`src/rtl/serial_cmp_pkg.sv`:
```
// Shared types and helpers for the bit-serial MSB-first magnitude comparator.
package serial_cmp_pkg;

  // Control FSM states.
  typedef enum logic [1:0] {
    IDLE,
    SCAN,
    DONE
  } state_t;

  // Accumulated comparison verdict while scanning from MSB to LSB.
  typedef enum logic [1:0] {
    RES_EQ,
    RES_LT,
    RES_GT
  } cmp_res_t;

  // Map a verdict onto the {lt, eq, gt} one-hot output triple.
  function automatic logic [2:0] res_to_onehot(cmp_res_t res);
    case (res)
      RES_LT:  return 3'b100;
      RES_GT:  return 3'b001;
      default: return 3'b010;
    endcase
  endfunction

endpackage

```
`src/rtl/serial_msb_first_comparator_if.sv`:
```
// Operand/result handshake bundle for the serial comparator.
// The slave modport is the comparator's view; the master modport is its user's view.
interface serial_msb_first_comparator_if #(
  parameter int WIDTH = 8
);

  logic             in_valid;
  logic             in_ready;
  logic [WIDTH-1:0] a;
  logic [WIDTH-1:0] b;
  logic             out_valid;
  logic             out_ready;
  logic             lt;
  logic             eq;
  logic             gt;
  logic             busy;

  modport slave (
    input  in_valid, a, b, out_ready,
    output in_ready, out_valid, lt, eq, gt, busy
  );

  modport master (
    output in_valid, a, b, out_ready,
    input  in_ready, out_valid, lt, eq, gt, busy
  );

endinterface

```
`src/rtl/serial_msb_first_comparator_step.sv`:
```
// One bit-step of the MSB-first comparison. A verdict already reached on
// higher-order bits wins; only while still equal does the current bit pair decide.
module msb_first_cmp_step
  import serial_cmp_pkg::*;
(
  input  logic     a_bit,
  input  logic     b_bit,
  input  cmp_res_t acc_in,
  output cmp_res_t acc_out
);

  // Sticky verdict update from the current bit pair.
  always_comb begin
    // NOTE: every always_comb output gets a default first so no path leaves it unassigned (no latch).
    acc_out = acc_in;
    if (acc_in == RES_EQ && a_bit != b_bit) begin
      acc_out = a_bit ? RES_GT : RES_LT;
    end
  end

endmodule

```
`src/rtl/serial_msb_first_comparator.sv`:
```
// Bit-serial unsigned magnitude comparator, one bit per clock, MSB first.
// Operands are accepted on an in_valid/in_ready handshake and the one-hot
// lt/eq/gt result is returned on an out_valid/out_ready handshake.
// Build option: define SERIAL_CMP_EARLY_EXIT_EN to leave SCAN on the first
// differing bit; left undefined, SCAN always takes WIDTH cycles so latency is
// independent of the operand values.
module serial_msb_first_comparator
  import serial_cmp_pkg::*;
#(
  parameter int WIDTH = 8
) (
  input logic                         clk,
  input logic                         rst_n,
  serial_msb_first_comparator_if.slave bus
);

  // Sized so the count can reach WIDTH without wrapping.
  localparam int CNT_W = $clog2(WIDTH + 1);

  state_t           state_q, state_d;
  logic [WIDTH-1:0] sa_q, sa_d;
  logic [WIDTH-1:0] sb_q, sb_d;
  logic [CNT_W-1:0] cnt_q, cnt_d;
  cmp_res_t         acc_q, acc_d;
  cmp_res_t         acc_step;
  logic [2:0]       res_q, res_d;
  logic             out_valid_q, out_valid_d;
  logic             last_bit;
  logic             scan_exit;

  msb_first_cmp_step u_step (
    .a_bit   (sa_q[WIDTH-1]),
    .b_bit   (sb_q[WIDTH-1]),
    .acc_in  (acc_q),
    .acc_out (acc_step)
  );

  assign last_bit = (cnt_q == CNT_W'(WIDTH - 1));

`ifdef SERIAL_CMP_EARLY_EXIT_EN
  // Leave as soon as the verdict is decided; equal operands still scan all bits.
  assign scan_exit = last_bit || (acc_step != RES_EQ);
`else
  // Always scan every bit so latency does not depend on the data.
  assign scan_exit = last_bit;
`endif

  // Next-state, datapath and result-load logic.
  always_comb begin
    state_d     = state_q;
    sa_d        = sa_q;
    sb_d        = sb_q;
    cnt_d       = cnt_q;
    acc_d       = acc_q;
    res_d       = res_q;
    out_valid_d = out_valid_q;
    case (state_q)
      IDLE: begin
        if (bus.in_valid) begin
          sa_d    = bus.a;
          sb_d    = bus.b;
          cnt_d   = '0;
          acc_d   = RES_EQ;
          state_d = SCAN;
        end
      end
      SCAN: begin
        acc_d = acc_step;
        sa_d  = sa_q << 1;
        sb_d  = sb_q << 1;
        cnt_d = cnt_q + 1'b1;
        if (scan_exit) begin
          res_d       = res_to_onehot(acc_step);
          out_valid_d = 1'b1;
          state_d     = DONE;
        end
      end
      DONE: begin
        if (bus.out_ready) begin
          out_valid_d = 1'b0;
          state_d     = IDLE;
        end
      end
      default: begin
        state_d = IDLE;
      end
    endcase
  end

  // State and datapath registers; reset aborts any operation in flight.
  always_ff @(posedge clk or negedge rst_n) begin
    // NOTE: the operand shift registers are plain flops, not a memory, so they are reset along with the rest.
    if (!rst_n) begin
      state_q     <= IDLE;
      sa_q        <= '0;
      sb_q        <= '0;
      cnt_q       <= '0;
      acc_q       <= RES_EQ;
      res_q       <= 3'b000;
      out_valid_q <= 1'b0;
    end else begin
      // NOTE: non-blocking assignments so every register samples pre-edge values.
      state_q     <= state_d;
      sa_q        <= sa_d;
      sb_q        <= sb_d;
      cnt_q       <= cnt_d;
      acc_q       <= acc_d;
      res_q       <= res_d;
      out_valid_q <= out_valid_d;
    end
  end

  assign bus.in_ready  = (state_q == IDLE);
  assign bus.busy      = (state_q == SCAN);
  assign bus.out_valid = out_valid_q;
  assign bus.lt        = res_q[2];
  assign bus.eq        = res_q[1];
  assign bus.gt        = res_q[0];

endmodule

```
`src/flat_wrapper.sv`:
```
// flat-port wrapper written by rule: the top's interface ports become plain ports
module serial_msb_first_comparator_flat import serial_cmp_pkg::*;
#(
  parameter int WIDTH = 8
)
  (clk, rst_n, bus_in_valid, bus_a, bus_b, bus_out_ready, bus_in_ready, bus_out_valid, bus_lt, bus_eq, bus_gt, bus_busy);
  serial_msb_first_comparator_if #(.WIDTH(WIDTH)) bus_i ();
  input logic clk;
  input logic rst_n;
  input wire logic [$bits(bus_i.in_valid)-1:0] bus_in_valid;
  input wire logic [$bits(bus_i.a)-1:0] bus_a;
  input wire logic [$bits(bus_i.b)-1:0] bus_b;
  input wire logic [$bits(bus_i.out_ready)-1:0] bus_out_ready;
  output wire logic [$bits(bus_i.in_ready)-1:0] bus_in_ready;
  output wire logic [$bits(bus_i.out_valid)-1:0] bus_out_valid;
  output wire logic [$bits(bus_i.lt)-1:0] bus_lt;
  output wire logic [$bits(bus_i.eq)-1:0] bus_eq;
  output wire logic [$bits(bus_i.gt)-1:0] bus_gt;
  output wire logic [$bits(bus_i.busy)-1:0] bus_busy;
  assign bus_i.in_valid = bus_in_valid;
  assign bus_i.a = bus_a;
  assign bus_i.b = bus_b;
  assign bus_i.out_ready = bus_out_ready;
  assign bus_in_ready = bus_i.in_ready;
  assign bus_out_valid = bus_i.out_valid;
  assign bus_lt = bus_i.lt;
  assign bus_eq = bus_i.eq;
  assign bus_gt = bus_i.gt;
  assign bus_busy = bus_i.busy;
  serial_msb_first_comparator #(.WIDTH(WIDTH)) u_core (.clk(clk), .rst_n(rst_n), .bus(bus_i));
endmodule
```
`config.mk`:
```
export PLATFORM = sky130hd
export DESIGN_NAME = serial_msb_first_comparator_flat
export DESIGN_NICKNAME = d
export VERILOG_FILES = /design/src/rtl/serial_cmp_pkg.sv /design/src/rtl/serial_msb_first_comparator_if.sv /design/src/rtl/serial_msb_first_comparator_step.sv /design/src/rtl/serial_msb_first_comparator.sv /design/src/flat_wrapper.sv
export SDC_FILE = /design/constraint.sdc
export NUM_CORES = 1
export LEC_CHECK = 0
export ABC_AREA = 0
export CORE_MARGIN = 2
export CORE_UTILIZATION = 45
export DETAILED_ROUTE_END_ITERATION = 6
export PLACE_DENSITY_LB_ADDON = 0.08
export SETUP_SLACK_MARGIN = 0.15
export SYNTH_ARGS = -nofsm -noshare
export SYNTH_HDL_FRONTEND = slang
export SYNTH_HIERARCHICAL = 1
export SYNTH_SLANG_ARGS = --single-unit
```
`constraint.sdc`:
```
create_clock -name clk -period 1.6 [get_ports clk]
set_clock_uncertainty 0.1 [all_clocks]
set_input_delay 0.32 -clock clk [delete_from_list [all_inputs] [get_ports clk]]
set_output_delay 0.32 -clock clk [all_outputs]
set_load 0.1 [all_outputs]
```
Yosys cells after proc, flatten, opt, wreduce, memory -nomap -nowiden:

Cells that the tools add are included.

* multiplexer cells: 18
* $add $sub $neg: 1
* equal/unequal tests: 9
* reductions and logical operators: 9

Operators by type and width (number)
* one-hot mux 8 bit (2 select lines): 2
* two-way mux 8 bit: 2
* two-way mux 2 bit: 6
* one-hot mux 4 bit (2 select lines): 1
* one-hot mux 2 bit (3 select lines): 1
* one-hot mux 3 bit (2 select lines): 1
* AND reduction 3 bit: 2
* adder 4 x 1 -> 4 bit (second input constant): 1
* equality test 2 x 1 -> 1 bit (second input constant): 2
* equality test 2 bit (second input constant): 2
* equality test 4 x 3 -> 1 bit (second input constant): 1
* zero test 2 bit: 2
* two-way mux 4 bit: 1
* inequality test 2 bit (second input constant): 2
* one-hot mux 2 bit (2 select lines): 1
* AND reduction 2 bit: 2
* nonzero test 2 bit: 2
* two-way mux 1 bit: 2
* inequality test 2 x 1 -> 1 bit (second input constant): 1
* one-hot mux 1 bit (2 select lines): 1
* logical AND 1 bit: 1
* inequality test 1 bit: 1

* flip-flop bits (word level): 28
* input port bits: 20

Longest topological paths before layout:

* depth in word-level cells: 5
* gate-level depth with buffers: 5
* depth with buffers taken out: 5

Cells and area by module:

Netlist, hierarchy kept.

Modules (own cells, without submodules)
* serial_msb_first_comparator: cells an instance 119, instances 1, area an instance 1271.2 sq um, sequential area each 700.7 sq um
* msb_first_cmp_step: cells an instance 4, instances 1, area an instance 25.0 sq um, sequential area each 0.0 sq um

Least setup slack after synthesis:

No wires, ideal clock.

* path type: register -> output
* from: register u_core.state_q[1]
* to: output port bus_in_ready
* cell stages (with the launch flop): 4
* arrival: 1.945 ns
* buffers on the path: 2
* slack: -0.765 ns
* cells stage by stage: dfrtp_1 > buf_2 > clkbuf_1 > nor2_1

* cells in the longest elaborated chain, start to end: 1

Ends and longest elaborated chain
* start, declared: line serial_msb_first_comparator.sv:20 `state_t state_q, state_d;`
* start signal, assigned: line serial_msb_first_comparator.sv:103 `state_q <= state_d;`
* zero test 2 bit: line serial_msb_first_comparator.sv:113 `assign bus.in_ready = (state_q == IDLE);`
* end, declared: line flat_wrapper.sv:14 `output wire logic [$bits(bus_i.in_ready)-1:0] bus_in_ready;`

No other way between the ends.

Final worst setup path:

Ends and elaborated chain as after synthesis.

==> impl_metrics.env <==
export IMPL_yosys_warnings=6
export IMPL_synth_top_area_share_pct=54.05
export IMPL_drive_gt1_share_pct=32.14
export IMPL_layout_setup_ws_ns=-0.04361
export IMPL_drt_iter0_markers=54
export IMPL_yosys_area_top_type="dfrtp_1"
export IMPL_ys_ff_latch=28
export IMPL_dieArea_mm2=0.003326
export IMPL_final_max_slew_viol_count=0
export IMPL_rrSetupSlack_ns=0.06
export IMPL_power_density_mw_per_mm2=1878
export IMPL_relSlewSlack_pct=75.77
export IMPL_hpwl_um=1989
export IMPL_cts_sinks=28
export IMPL_grt_use_total_pct=20.07
export IMPL_die_h_um=57.67
export IMPL_period_share_pct=102.7
export IMPL_wl_per_cell_um=15.74
export IMPL_synth_async_reset_ratio_pct=100.0
export IMPL_clk_pin_slew_worst_paths_ns=0.15
export IMPL_setup_viol=2
export IMPL_synth_xor_area_share_pct=0
export IMPL_synth_distinct_cells=25
export IMPL_cp_data_arrival_time_ns=1.22
export IMPL_finalWeightedCongestion=0.7495
export IMPL_violations="negative setup slack"
export IMPL_leakage_nw=0.8434
export IMPL_cts_tree="done"
export IMPL_hold_viol=0
export IMPL_synth_common_cells="dfrtp_1, o21ai_0, nand2_1, a22oi_1, nor2b_1"
export IMPL_synthesis_nets=146
export IMPL_grt_pass1_wl_um=5175
export IMPL_max_freq_mhz=608.4
export IMPL_post_route_drc_count=0
export IMPL_synth_enable_flop_cells=0
export IMPL_critPathLaunchType="flip-flop"
export IMPL_core_rowCount=19
export IMPL_peakVddDrop_uv=1893
export IMPL_ant_nets=0
export IMPL_cts_htree_levels=1
export IMPL_worstPathMaxFanout=20
export IMPL_syn_avg_cell_area_um2=10.54
export IMPL_dp_cells=182
export IMPL_vias=1111
export IMPL_layout_min_cycle_time_ns=1.644
export IMPL_synth_compound_area_share_pct=22.01
export IMPL_wl_um=3132
export IMPL_status="finished, violations left"
export IMPL_tightestPinTransition_ns=0.3589
export IMPL_seq_area_frac_synth_pct=54.05
export IMPL_insertion_delay_ns=0.33
export IMPL_areaGrowthSynthToFinish_pct=49.13
export IMPL_fin_cells=199
export IMPL_synth_main_ff_cell="dfrtp_1"
export IMPL_synthSimpleGateAreaFrac_pct=14.38
export IMPL_antenna_cells=0
export IMPL_max_clock_path_buffers=2
export IMPL_synth_top_family_by_area="compound AO/OA/AOI/OAI gates"
export IMPL_grt_max_degree=29
export IMPL_hp_class="in -> async"
export IMPL_cts_buffers=3
export IMPL_portBuffers=25
export IMPL_finalNetCount=192
export IMPL_synth_area_mux_share_pct=3.475
export IMPL_grt_pass1_vias=1135
export IMPL_criticalPathCategory="reg -> out"
export IMPL_antenna_found_initial=0
export IMPL_synthAdderAreaFrac_pct=2.896
export IMPL_viasPerCell=5.583
export IMPL_synth_most_common_cell="dfrtp_1"
export IMPL_finalPower_w=0.003630
export IMPL_rsz0062_at_grt="yes"
export IMPL_start_util_pct=47.01
export IMPL_die_w_um=57.67
export IMPL_synth_area_mm2=0.001296
export IMPL_io_pin_count=26
export IMPL_drv_cap=0
export IMPL_yosys_top_cells_area="dfrtp_1, a22oi_1, o21ai_0"
export IMPL_syn_inst=123
export IMPL_root_buffer="clkbuf_4"
export IMPL_coreArea_mm2=0.002758
export IMPL_dr_pass1_iters=4
export IMPL_overflow=0
export IMPL_crit_required_ns=1.18
export IMPL_end_kind="primary output"
[critical path: stages (launching register included)]
cell     delay, ns
dfrtp_1       0.43
buf_6         0.17
nor2_4        0.11
buf_12        0.18
[repair_timing]
item / 4_1_cts / 5_1_grt
setup endpoints to repair: 7 / 25
pin swaps: 3 / 5
cloned: 0 / 1
hold buffers: 0 / 0
setup buffers: 8 / 4
gates resized for setup: 11 / 18
[final cells by class]
type | count | area [µm²]
flip-flops and latches | 28 | 701.9
repair buffers | 47 | 514.2
inverters | 3 | 15.01
fillers | 199 | 824.5
well taps | 31 | 38.79
multi-input cells | 86 | 626.9
clock buffers | 4 | 36.28
[where the power goes]
| part | switching, W | total, W | internal [W] |
|---|---|---|---|
| Clock | 0.000213 | 0.000352 | 0.000139 |
| Sequential | 0.000221 | 0.00120 | 0.000983 |
| Combinational | 0.00109 | 0.00207 | 0.000986 |
[cell usage in the layout (no fill, tap or decap), drive strengths merged, types with 3 or more instances in the layout]
master	count
a22o	4
nand2	15
nor2	4
ha	3
nor2b	6
clkdlybuf4s50	19
a21oi	5
mux2	4
a22oi	14
dfrtp	28
o21ai	17
buf	28
clkbuf	4
[path summary, 6_finish.rpt]
| path | start | endpoint | cells after the start |
|---|---|---|---|
| max | u_core/state_q[1] | bus_in_ready | 3 |
| min | rst_n | u_core/sb_q[7] | 2 |
| max reg2reg | u_core/sb_q[7] | u_core/res_q[1] | 5 |
| min reg2reg | u_core/sb_q[5] | u_core/sb_q[5] | 2 |
| max in group asynchronous | rst_n | u_core/state_q[0] | 2 |
| min in group clk | u_core/sb_q[5] | u_core/sb_q[5] | 2 |
[layer usage]
layer  GRT usage [%]  vias to the layer above  share of wire, %
met5               0                        -                 0
met1           29.33                      544                47
met3           2.902                        5               4.7
met4           5.648                        0               1.4
met2           31.49                       32                47
li1                -                      530                 -
[cells by family after synthesis]
| family | count (synthesis) |
|---|---|
| compound gates | 44 |
| simple gates | 35 |
| flops | 28 |
| buf+inv | 9 |
| mux | 4 |
| fa+ha+maj | 3 |
[per-stage QoR]
| stage | instance area, µm² | TNS (ns) | hold slack [ns] | setup slack [ns] | util (%) |
|---|---|---|---|---|---|
| finish | 1933 | -0.08039 | 0.2420 | -0.04361 | 70.10 |
| global route | 1933 | -0.1961 | 0.2856 | -0.1010 | 70.10 |
| CTS | 1848 | -0.06763 | 0.2599 | -0.04266 | 67.01 |
| detailed placement | 1713 | -0.1230 | 0.3730 | -0.05890 | 62.11 |
| global placement | 1713 | -0.09381 | 0.3650 | -0.04697 | 62.11 |
| floorplan | 1314 | -0.09833 | -0.07559 | -0.02807 | - |
[sequential cells by signal, indices dropped and copies added (netlist names)]
name	count
u_core/sa_q	8
u_core/bus.out_valid	1
u_core/res_q	3
u_core/sb_q	8
u_core/acc_q	2
u_core/cnt_q	4
u_core/state_q	2
(Power assumes the default switching activity.)
